`src/rtl/arith_pkg.sv`:
```
// Shared arithmetic types: serial subtractor FSM states and counter sizing helper.
package arith_pkg;

  typedef enum logic [1:0] {
    IDLE  = 2'd0,
    SHIFT = 2'd1,
    DONE  = 2'd2
  } sub_state_t;

  // Bit counter must hold WIDTH-1; a 1-bit counter still exists when WIDTH=1.
  function automatic int cnt_width(input int w);
    return ($clog2(w) < 1) ? 1 : $clog2(w);
  endfunction

endpackage

```
`src/rtl/serial_sub_ctrl_if.sv`:
```
// Operand-in / result-out handshake bundle for the bit-serial subtractor.
interface serial_sub_ctrl_if #(
  parameter int WIDTH = 8
);
  logic             in_valid;
  logic             in_ready;
  logic [WIDTH-1:0] a;
  logic [WIDTH-1:0] b;
  logic             bin;
  logic             out_valid;
  logic             out_ready;
  logic [WIDTH-1:0] diff;
  logic             bout;
  logic             busy;

  modport master (
    output in_valid, a, b, bin, out_ready,
    input  in_ready, out_valid, diff, bout, busy
  );

  modport slave (
    input  in_valid, a, b, bin, out_ready,
    output in_ready, out_valid, diff, bout, busy
  );
endinterface

```
`src/rtl/full_sub_cell.sv`:
```
// 1-bit full subtractor: d = a - b - bin, bout set when that goes negative.
// Latency: combinational. Backpressure: none.
// Shared by every bit position of the serial engine.
module full_sub_cell (
  input  logic a,
  input  logic b,
  input  logic bin,
  output logic d,
  output logic bout
);
  assign d    = a ^ b ^ bin;
  assign bout = (~a & (b ^ bin)) | (b & bin);
endmodule

```
`src/rtl/serial_sub_ctrl.sv`:
```
// Bit-serial a - b - bin, LSB first, through one full_sub_cell.
// Latency: WIDTH+1 cycles accept-to-result; one op per WIDTH+1 cycles back-to-back.
// Backpressure: result held in DONE until out_ready; in_ready low during SHIFT.
module serial_sub_ctrl
  import arith_pkg::*;
#(
  parameter int WIDTH = 8
) (
  input  logic              clk,
  input  logic              rst,
  serial_sub_ctrl_if.slave  io
);

  localparam int CW = cnt_width(WIDTH);

  sub_state_t       state_q, state_d;
  logic [WIDTH-1:0] a_sh, b_sh, diff_sh, diff_nx;
  logic [CW-1:0]    cnt;
  logic             brw, d, nb;
  logic             load, last;

  full_sub_cell u_cell (
    .a    (a_sh[0]),
    .b    (b_sh[0]),
    .bin  (brw),
    .d    (d),
    .bout (nb)
  );

  assign last         = (cnt == CW'(WIDTH - 1));
  assign io.in_ready  = (state_q == IDLE) | ((state_q == DONE) & io.out_ready);
  assign load         = io.in_valid & io.in_ready;
  assign io.out_valid = (state_q == DONE);
  assign io.busy      = (state_q == SHIFT);
  assign io.diff      = diff_sh;
  assign io.bout      = brw;

  always_comb begin
    state_d = state_q;
    case (state_q)
      IDLE:    if (io.in_valid) state_d = SHIFT;
      SHIFT:   if (last) state_d = DONE;
      DONE:    if (io.out_ready) state_d = io.in_valid ? SHIFT : IDLE;
      default: state_d = IDLE;
    endcase
  end

  // New bit enters at the MSB so the full result is aligned after WIDTH shifts.
  always_comb begin
    diff_nx             = diff_sh >> 1;
    diff_nx[WIDTH-1]    = d;
  end

  always_ff @(posedge clk) begin
    if (rst) state_q <= IDLE;
    else     state_q <= state_d;
  end

  always_ff @(posedge clk) begin
    if (rst) begin
      a_sh    <= '0;
      b_sh    <= '0;
      diff_sh <= '0;
      brw     <= 1'b0;
      cnt     <= '0;
    end else if (load) begin
      a_sh    <= io.a;
      b_sh    <= io.b;
      brw     <= io.bin;
      cnt     <= '0;
    end else if (state_q == SHIFT) begin
      a_sh    <= a_sh >> 1;
      b_sh    <= b_sh >> 1;
      diff_sh <= diff_nx;
      brw     <= nb;
      cnt     <= cnt + 1'b1;
    end
  end

endmodule

```
`src/flat_wrapper.sv`:
```
// flat-port wrapper written by rule: the top's interface ports become plain ports
module serial_sub_ctrl_flat import arith_pkg::*;
#(
  parameter int WIDTH = 8
)
  (clk, rst, io_in_valid, io_a, io_b, io_bin, io_out_ready, io_in_ready, io_out_valid, io_diff, io_bout, io_busy);
  serial_sub_ctrl_if #(.WIDTH(WIDTH)) io_i ();
  input  logic clk;
  input  logic rst;
  input wire logic [$bits(io_i.in_valid)-1:0] io_in_valid;
  input wire logic [$bits(io_i.a)-1:0] io_a;
  input wire logic [$bits(io_i.b)-1:0] io_b;
  input wire logic [$bits(io_i.bin)-1:0] io_bin;
  input wire logic [$bits(io_i.out_ready)-1:0] io_out_ready;
  output wire logic [$bits(io_i.in_ready)-1:0] io_in_ready;
  output wire logic [$bits(io_i.out_valid)-1:0] io_out_valid;
  output wire logic [$bits(io_i.diff)-1:0] io_diff;
  output wire logic [$bits(io_i.bout)-1:0] io_bout;
  output wire logic [$bits(io_i.busy)-1:0] io_busy;
  assign io_i.in_valid = io_in_valid;
  assign io_i.a = io_a;
  assign io_i.b = io_b;
  assign io_i.bin = io_bin;
  assign io_i.out_ready = io_out_ready;
  assign io_in_ready = io_i.in_ready;
  assign io_out_valid = io_i.out_valid;
  assign io_diff = io_i.diff;
  assign io_bout = io_i.bout;
  assign io_busy = io_i.busy;
  serial_sub_ctrl #(.WIDTH(WIDTH)) u_core (.clk(clk), .rst(rst), .io(io_i));
endmodule
```
`config.mk`:
```
export PLATFORM = sky130hd
export DESIGN_NAME = serial_sub_ctrl_flat
export DESIGN_NICKNAME = d
export VERILOG_FILES = /design/src/rtl/arith_pkg.sv /design/src/rtl/serial_sub_ctrl_if.sv /design/src/rtl/full_sub_cell.sv /design/src/rtl/serial_sub_ctrl.sv /design/src/flat_wrapper.sv
export SDC_FILE = /design/constraint.sdc
export NUM_CORES = 1
export LEC_CHECK = 0
export BUFFER_PORTS_ARGS = -buffer_cell sky130_fd_sc_hd__buf_2
export CORE_AREA = 3 3 64 66
export DETAILED_ROUTE_END_ITERATION = 7
export DIE_AREA = 0 0 67 69
export REMOVE_ABC_BUFFERS = 1
export SLEW_MARGIN = 20
export SYNTH_ARGS = -nofsm -noshare
export SYNTH_HDL_FRONTEND = slang
export SYNTH_HIERARCHICAL = 1
export SYNTH_SLANG_ARGS = --single-unit
```
`constraint.sdc`:
```
create_clock -name clk -period 3 [get_ports clk]
set_clock_uncertainty 0.1 [all_clocks]
set_input_delay 0 -clock clk [delete_from_list [all_inputs] [get_ports clk]]
set_output_delay 0 -clock clk [all_outputs]
set_load 0.05 [all_outputs]
```
==> metrics.csv, run 1 <==
metric,value,unit
CTS root buf,clkbuf_8,
synth warn,6,
f_max,531,MHz
layout cells sized above 1,27.9,%
max cap viols,0,
Setup TNS,0,ps
most instantiated cells after synthesis,"nand2_1, dfxtp_1, nor3_1",
Routed Antenna Nets,0,
Crit Reg-Reg Startpoint,u_core/state_q[1]$_SDFFE_PP0P_,
Pwr Total,909,uW
Finished Layout Cells,238,
slowest CP cell,nand2b_1,
clock tree buffer depth,2,
first-pass GRT wire length,5.49,mm
clock sink count,30,
Die W,67,um
Area contributors post-synth,"dfxtp_1, nand2_1, a311oi_2",
CTS tree,yes,
final setup fails,0,
vias in the first global route,1224,
r2r worst-path depth,4,
Fill cells,374,
I/O Buffers,32,
DP Cell Count,228,
crit path cell chain,"nand2b_1, clkinv_4, buf_2",
initial antenna violation count,0,
CTS resizes,0,
CP Data Required Time,2900,ps
RSZ-0062 raised after global routing,false,
Synth cell types,26,
fin crit share,62.7,%
std cell rows,22,
DPL Wire Length,2.09,mm
post-CTS setup buffer count,0,
fin util,45.4,%
Worst Setup End Kind,output pin,
Max Slew Vio Count,0,
minimum clock period,1880,ps
clk_lat worst skew,280,ps
sequential-to-total area share from yosys stat,42.9,%
worst setup path endpoint,io_busy,
TritonRoute pass-1 iters,4,
vias,1210,
Mapped Area,1400,um^2
Post-Route WL,3.08,mm
Hold Fails Final Rpt,0,
CP max stage delay,500,ps
actual slew at the worst max-slew pin,715,ps
ys async rst share,0,%
Setup crit start,u_core/state_q[1]$_SDFFE_PP0P_,
TritonCTS buffer count,5,
Leak Pwr,0.000661,uW
CTS HTree Levels,2,
antenna cells,0,
wire per inst,12.9,um
most frequent cell after synthesis,nand2_1,
layout net count,213,
largest net degree at the start of global routing,31,
crit path max fanout,27,
Post-Syn Instances,158,
Area Overhead vs Synth,17.9,%
Initial Util,38.5,%
Tot GR Track Use,15.2,%
Post-route DRC,0,
Crit Path Category,flip-flop to output pin,
chip height,69,um
setup ws final,1120,ps
register bit total from synthesis,30,
syn avg cell area,8.85,um^2
worst hold path type,primary input to flip-flop,
"Primary FF master, synth",dfxtp_1,
total congestion overflow,0,
r2r setup slk,1240,ps
vias per std cell,5.08,
pre-CTS setup slack,1240,ps
pwr dens,551,nW/um^2
FF-to-FF End,u_core/cnt[0]$_SDFFE_PP0N_,
# IOs,33,
"Reg clk slew, reported paths",60,ps
Post-synth EDFFs,0,
DR iter-0 viols,75,
Synth area leader,dfxtp_1,
VDD IR-drop max,0.288,mV
Placer Congestion,0.757,
Core Region,3630,um^2
worst rel slew slack,52.3,%
status,finished clean,
top cell type's share of synthesized area,42.9,%
CP arrival,1780,ps
die area,4620,um^2
startpoint types,flip-flop,
-- how the worst min path moves through the flow --
stage                     startpoint                     endpoint  slack [ps]  depth (start not counted)
after global placement       io_b[7]  u_core/b_sh[7]$_SDFFE_PP0P_         170                          3
after CTS                    io_a[4]  u_core/a_sh[4]$_SDFFE_PP0P_         0.8                          3
after global routing         io_a[3]  u_core/a_sh[3]$_SDFFE_PP0P_           7                          3
final                        io_a[0]  u_core/a_sh[0]$_SDFFE_PP0P_           2                          3
after detailed placement     io_b[7]  u_core/b_sh[7]$_SDFFE_PP0P_         160                          3
after floorplan                  rst  u_core/a_sh[0]$_SDFFE_PP0P_         -30                          1
-- through the flow --
step	hold WS, ps	area (um^2)
after global placement	166	1540
after detailed placement	161	1540
after floorplan	-32.1	1290
after global routing	6.81	1650
final	2.28	1650
after CTS	0.777	1650
-- worst max-delay path: cells and delay by family, from the launching register on --
| kind | cells | cell delay, ps |
|---|---|---|
| buf+inv | 2 | 640 |
| simple gates | 1 | 500 |
| flops | 1 | 360 |
-- placed cells by master (no fill, tap or decap) --
master / synthesis / final
dfxtp_1: 30 / 30
clkinv_2: 0 / 1
dlygate4sd3_1: 0 / 2
nor2_1: 3 / 3
clkbuf_1: 3 / 1
or2b_1: 1 / 1
nand3_1: 2 / 2
nand2b_1: 3 / 3
nor3_1: 18 / 18
buf_4: 6 / 3
a21oi_1: 11 / 11
xnor2_1: 1 / 1
inv_1: 2 / 2
clkinv_4: 1 / 1
o211ai_1: 2 / 2
ha_1: 2 / 2
fa_1: 1 / 1
and2b_1: 2 / 2
nor2b_1: 1 / 1
a2bb2oi_1: 1 / 1
mux2i_1: 2 / 2
nand2_1: 46 / 46
buf_2: 1 / 32
nand2_2: 1 / 1
clkbuf_8: 0 / 6
a311oi_2: 9 / 9
a311oi_1: 6 / 6
-- where the power goes --
group | internal [uW] | total [uW] | switching [uW]
Sequential | 423 | 438 | 14.6
Clock | 185 | 330 | 145
Combinational | 51.1 | 142 | 90.6
-- layer usage --
metal  part of all wire [%]  vias to the layer above  track usage [%]
li1                       -                      610                -
met1                     47                      561             19.9
met2                     46                       34             23.5
met3                    6.2                        5             5.70
met4                    1.0                        0             3.38
met5                      0                        -                0
-- cells by family (layout without fill, tap and decap cells) --
group	Yosys count	count (layout)	synth area share [%]
buffers and inverters	16	48	8.59
flip-flops	30	30	42.9
AO/OA/AOI/OAI	29	29	19.1
multiplexers	2	2	1.43
adder cells (fa/ha/maj)	3	3	3.22
AND/OR/NAND/NOR	77	77	24.2
XOR/XNOR	1	1	0.626
-- flip-flops by register name (all words and copies together) (netlist names) --
register / count
u_core/a_sh: 8
u_core/io.bout: 1
u_core/b_sh: 8
u_core/cnt: 3
u_core/state_q: 2
u_core/io.diff: 8
-- final cells by class --
type	instances	area [um^2]	area share [%]
timing repair buffer	37	203	12.3
inverter	3	16.3	0.986
multi-input combinational	112	678	41.1
sequential	30	601	36.4
tap	48	60.1	3.64
clock inverter	1	5.00	0.303
clock buffer	7	86.3	5.24
-- repair_timing --
| action | in CTS | in global routing |
|---|---|---|
| hold buffers | 2 | 0 |
| hold endpoints to repair | 2 | 0 |
| endpoints found under the setup margin | 0 | 0 |
Power figures use the tool's default switching activity.
==> inputs of run 2 (changes only) <==
clock period = 1.5 ns   (was 3 ns; I/O delays follow)
==> metrics.csv, run 2 (synthesis gave the netlist of run 1 again) <==
metric,value,unit,change
status,finished clean,,
Worst Hold Path EP,u_core/a_sh[0]$_SDFFE_PP0P_,,
startpoint types,flip-flop,,
setup ws final,111,ps,-1010 ps
total congestion overflow,0,,unchanged
minimum clock period,1390,ps,
Crit Reg-Reg Startpoint,u_core/state_q[0]$_SDFFE_PP0P_,,
CTS tree,yes,,
chip height,69,um,unchanged
vias in the first global route,1243,,+1.6%
Worst Setup End Kind,flip-flop,,
Post-route DRC,0,,unchanged
clk_lat worst skew,280,ps,about the same
worst hold path type,primary input to flip-flop,,
# IOs,33,,unchanged
antenna cells,0,,unchanged
f_max,720,MHz,
Initial Util,38.5,%,unchanged
Finished Layout Cells,244,,+2.5%
Pwr Total,1840,uW,+100%
pre-CTS setup slack,115,ps,-1130 ps
actual slew at the worst max-slew pin,643,ps,-72.5 ps
hold path startpoint,io_a[0],,
Leak Pwr,0.000689,uW,+4.1%
"most common cell after layout, fill and taps aside",nand2_1,,
DR iter-0 viols,42,,-44%
RSZ-0062 raised after global routing,false,,
Core Region,3630,um^2,unchanged
Post-Route WL,3.11,mm,+1.1%
first-pass GRT wire length,5.14,mm,-6.4%
Tot GR Track Use,14.0,%,-1.2 points
DP Cell Count,231,,+1.3%
Max Slew Vio Count,0,,unchanged
Area Overhead vs Synth,21.7,%,
crit path max fanout,16,,-41%
Setup TNS,0,ps,unchanged
Placer Congestion,0.756,,about the same
TritonRoute pass-1 iters,4,,unchanged
vias per std cell,5.07,,-0.36%
die area,4620,um^2,unchanged
"Design Area, Final",1700,um^2,+3.3%
DPL Wire Length,2.10,mm,+0.56%
CTS HTree Levels,2,,unchanged
Setup crit start,u_core/state_q[0]$_SDFFE_PP0P_,,
layout net count,219,,+2.8%
"Reg clk slew, reported paths",60,ps,about the same
wire per inst,12.7,um,-1.4%
Hold Fails Final Rpt,0,,unchanged
Routed Antenna Nets,0,,unchanged
Crit Path Category,flip-flop to flip-flop,,
Die W,67,um,unchanged
Placed Instance Area,1560,um^2,+1.5%
FF-to-FF End,u_core/a_sh[6]$_SDFFE_PP0P_,,
vias,1236,,+2.1%
r2r setup slk,110,ps,-1130 ps
worst rel slew slack,57.1,%,+4.8 points
most frequent cells in the layout,"nand2_1, buf_2, dfxtp_1",,
initial antenna violation count,0,,unchanged
clock sink count,30,,unchanged
VDD IR-drop max,0.598,mV,+110%
max cap viols,0,,unchanged
largest net degree at the start of global routing,31,,unchanged
layout cells sized above 1,30.1,%,+2.2 points
pwr dens,1080,nW/um^2,+96%
I/O Buffers,32,,unchanged
final setup fails,0,,unchanged
Fill cells,378,,+1.1%
CTS root buf,clkbuf_8,,
CP Data Required Time,1590,ps,-1310 ps
std cell rows,22,,unchanged
Hold Crit Depth,3,,unchanged
r2r worst-path depth,3,,-1
clock tree buffer depth,2,,unchanged
TritonCTS buffer count,5,,unchanged
fin crit share,92.6,%,
CP arrival,1480,ps,-300 ps
==> run 2: cell type report <==
| class | count | area (um^2) | area share, % |
|---|---|---|---|
| Multi-Input combinational cell | 112 | 681 | 40.0 |
| Clock inverter | 2 | 12.5 | 0.735 |
| Tap cell | 48 | 60.1 | 3.53 |
| Sequential cell | 30 | 601 | 35.3 |
| Clock buffer | 6 | 82.6 | 4.85 |
| Timing Repair Buffer | 42 | 245 | 14.4 |
| Inverter | 3 | 16.3 | 0.955 |
| Timing Repair inverter | 1 | 5.00 | 0.294 |
==> run 2: worst max-delay path by stage <==
stage                     slack [ps]                          end
after global routing              20  u_core/b_sh[0]$_SDFFE_PP0P_
after global placement           170  u_core/b_sh[6]$_SDFFE_PP0P_
after detailed placement         110  u_core/b_sh[2]$_SDFFE_PP0P_
after floorplan                 -380  u_core/a_sh[0]$_SDFFE_PP0P_
final                            110  u_core/a_sh[6]$_SDFFE_PP0P_
after CTS                         40                      io_busy
==> run 2: metal layers <==
metal	part of all wire (%)	up-vias	GRT usage, %
met2	47	40	23.9
met1	47	575	16.7
li1	-	618	-
met4	0.80	0	4.05
met5	0	-	0
met3	5.4	3	3.91
==> run 2: critical path, cell delays in order (launching register included) <==
cell and delay (ps):
dfxtp_1 350, and2b_1 260, nand2_2 270, a311oi_1 310
==> run 2: through the flow <==
stage | util [%] | hold slack, ps
CTS | 46.7 | 1.08
global route | 46.9 | 14.3
floorplan | - | -32.1
finish | 46.9 | 3.18
global placement | 42.9 | 178
detailed placement | 42.9 | 182
==> run 2: report_power, final <==
group / internal [uW] / switching, uW
logic: 112 / 183
registers: 846 / 29.2
clock network: 368 / 307
total: 1330 / 519
==> run 2: what timing repair did <==
item,4_1_cts,5_1_grt
hold buffers,4,0
buffers inserted,0,0
resized for setup,0,1
endpoints found under the setup margin,0,1
endpoints found under the hold margin,4,0
==> inputs of run 3 (changes only) <==
RECOVER_POWER = 25   (was default)
==> metrics.csv, run 3 (synthesis gave the netlist of run 1 again) <==
metric,value,unit,change
"most common cell after layout, fill and taps aside",nand2_1,,
Placer Congestion,0.756,,unchanged
antenna cells,0,,unchanged
max cap viols,0,,unchanged
I/O Buffers,32,,unchanged
CP Data Required Time,1590,ps,about the same
DP Cell Count,231,,unchanged
initial antenna violation count,0,,unchanged
Area Overhead vs Synth,20.9,%,
TritonRoute pass-1 iters,4,,unchanged
CP max stage delay,350,ps,about the same
Max Slew Vio Count,0,,unchanged
vias,1230,,-0.49%
worst rel slew slack,56.9,%,-0.27 points
layout cells sized above 1,25.5,%,-4.6 points
final setup fails,0,,unchanged
DR iter-0 viols,42,,unchanged
Finished Layout Cells,244,,unchanged
clock sink count,30,,unchanged
TritonCTS buffer count,5,,unchanged
worst hold path type,primary input to flip-flop,,
vias per std cell,5.04,,-0.49%
Tot GR Track Use,14.0,%,unchanged
vias in the first global route,1243,,unchanged
Initial Util,38.5,%,unchanged
M3 GR Usage,3.91,%,unchanged
Routed Antenna Nets,0,,unchanged
met2 Use GR,23.9,%,unchanged
chip height,69,um,unchanged
DPL Wire Length,2.10,mm,unchanged
# IOs,33,,unchanged
Pwr Total,1840,uW,about the same
minimum clock period,1390,ps,+0.609 ps
WP buf/inv,0,,unchanged
Post-Route WL,3.11,mm,+0.19%
Hold Fails Final Rpt,0,,unchanged
grt peak-use layer,met2,,
crit path max fanout,16,,unchanged
pwr dens,1090,nW/um^2,+0.61%
fin crit share,92.6,%,about the same
Setup TNS,0,ps,unchanged
slowest CP cell,dfxtp_1,,
startpoint types,flip-flop,,
Die W,67,um,unchanged
first-pass GRT wire length,5.14,mm,unchanged
Core Region,3630,um^2,unchanged
die area,4620,um^2,unchanged
CP arrival,1480,ps,about the same
Worst Setup End Kind,flip-flop,,
actual slew at the worst max-slew pin,647,ps,+4.11 ps
setup ws final,111,ps,-0.609 ps
clock tree buffer depth,2,,unchanged
post-CTS setup buffer count,0,,unchanged
pre-CTS setup slack,115,ps,unchanged
met1 Use GR,16.7,%,unchanged
most frequent cells in the layout,"nand2_1, dfxtp_1, buf_2",,
crit path cell chain,"and2b_1, nand2_2, a311oi_1",,
CTS root buf,clkbuf_8,,
Post-route DRC,0,,unchanged
RSZ-0062 raised after global routing,false,,
largest net degree at the start of global routing,31,,unchanged
std cell rows,22,,unchanged
layout net count,219,,unchanged
clk_lat worst skew,280,ps,about the same
f_max,720,MHz,about the same
wire per inst,12.8,um,+0.19%
"Reg clk slew, reported paths",60,ps,about the same
total congestion overflow,0,,unchanged
CTS HTree Levels,2,,unchanged
VDD IR-drop max,0.598,mV,about the same
"CP delay by family, top",simple AND/OR/NAND/NOR gates,,
status,finished clean,,
Leak Pwr,0.000649,uW,-5.8%
Crit Path Category,flip-flop to flip-flop,,
Fill cells,385,,+1.9%
CTS tree,yes,,
-- run 3: cell types whose count changed in the layout (fill, tap and decap cells not counted), sizes merged --
cell,previous run,this run
clkbuf,6,16
buf,38,28
-- run 3: final cells by class --
class                           instances  area, um^2  share of cell area, %
Timing Repair Buffer                   42         234                   13.8
Sequential cell                        30         601                   35.5
Inverter                                3        16.3                  0.962
Timing Repair inverter                  1        5.00                  0.296
Clock buffer                            6        82.6                   4.88
Clock inverter                          2        12.5                  0.740
Multi-Input combinational cell        112         681                   40.2
Tap cell                               48        60.1                   3.55
-- run 3: routing by layer --
metal / vias to the layer above / share of wire (%)
met1: 573 / 48
li1: 620 / -
met3: 3 / 5.3
met5: - / 0
met4: 0 / 0.80
met2: 34 / 46
-- run 3: per-stage QoR --
stage	hold WS (ps)	instance area, um^2	utilization, %
global route	14.3	1690	46.6
CTS	1.08	1700	46.7
detailed placement	182	1560	42.9
finish	2.96	1690	46.6
floorplan	-32.1	1290	-
global placement	178	1560	42.9
-- run 3: worst paths after layout --
kind                                  startpoint                        endpoint  slack [ps]  depth (start not counted)
hold / removal                           io_a[0]     u_core/a_sh[0]$_SDFFE_PP0P_           3                          3
setup reg to reg  u_core/state_q[0]$_SDFFE_PP0P_     u_core/a_sh[6]$_SDFFE_PP0P_         110                          3
setup / recovery  u_core/state_q[0]$_SDFFE_PP0P_     u_core/a_sh[6]$_SDFFE_PP0P_         110                          3
hold reg to reg   u_core/io.diff[0]$_SDFFE_PP0P_  u_core/io.diff[0]$_SDFFE_PP0P_         360                          2
-- run 3: worst min-delay path: stages --
cell      delay [ps]
buf_2             80
nor3_1            50
a311oi_2         210
-- run 3: where the power goes --
group          internal [uW]  total, uW  switching, uW  leakage, uW
sequential               846        875           29.4     0.000246
clock                    368        675            307    0.0000472
combinational            110        293            183     0.000356
-- run 3: what timing repair did --
item / CTS / global route
endpoints found under the setup margin: 0 / 1
hold endpoints to repair: 4 / 0
gates resized for setup: 0 / 1
hold buffers: 4 / 0
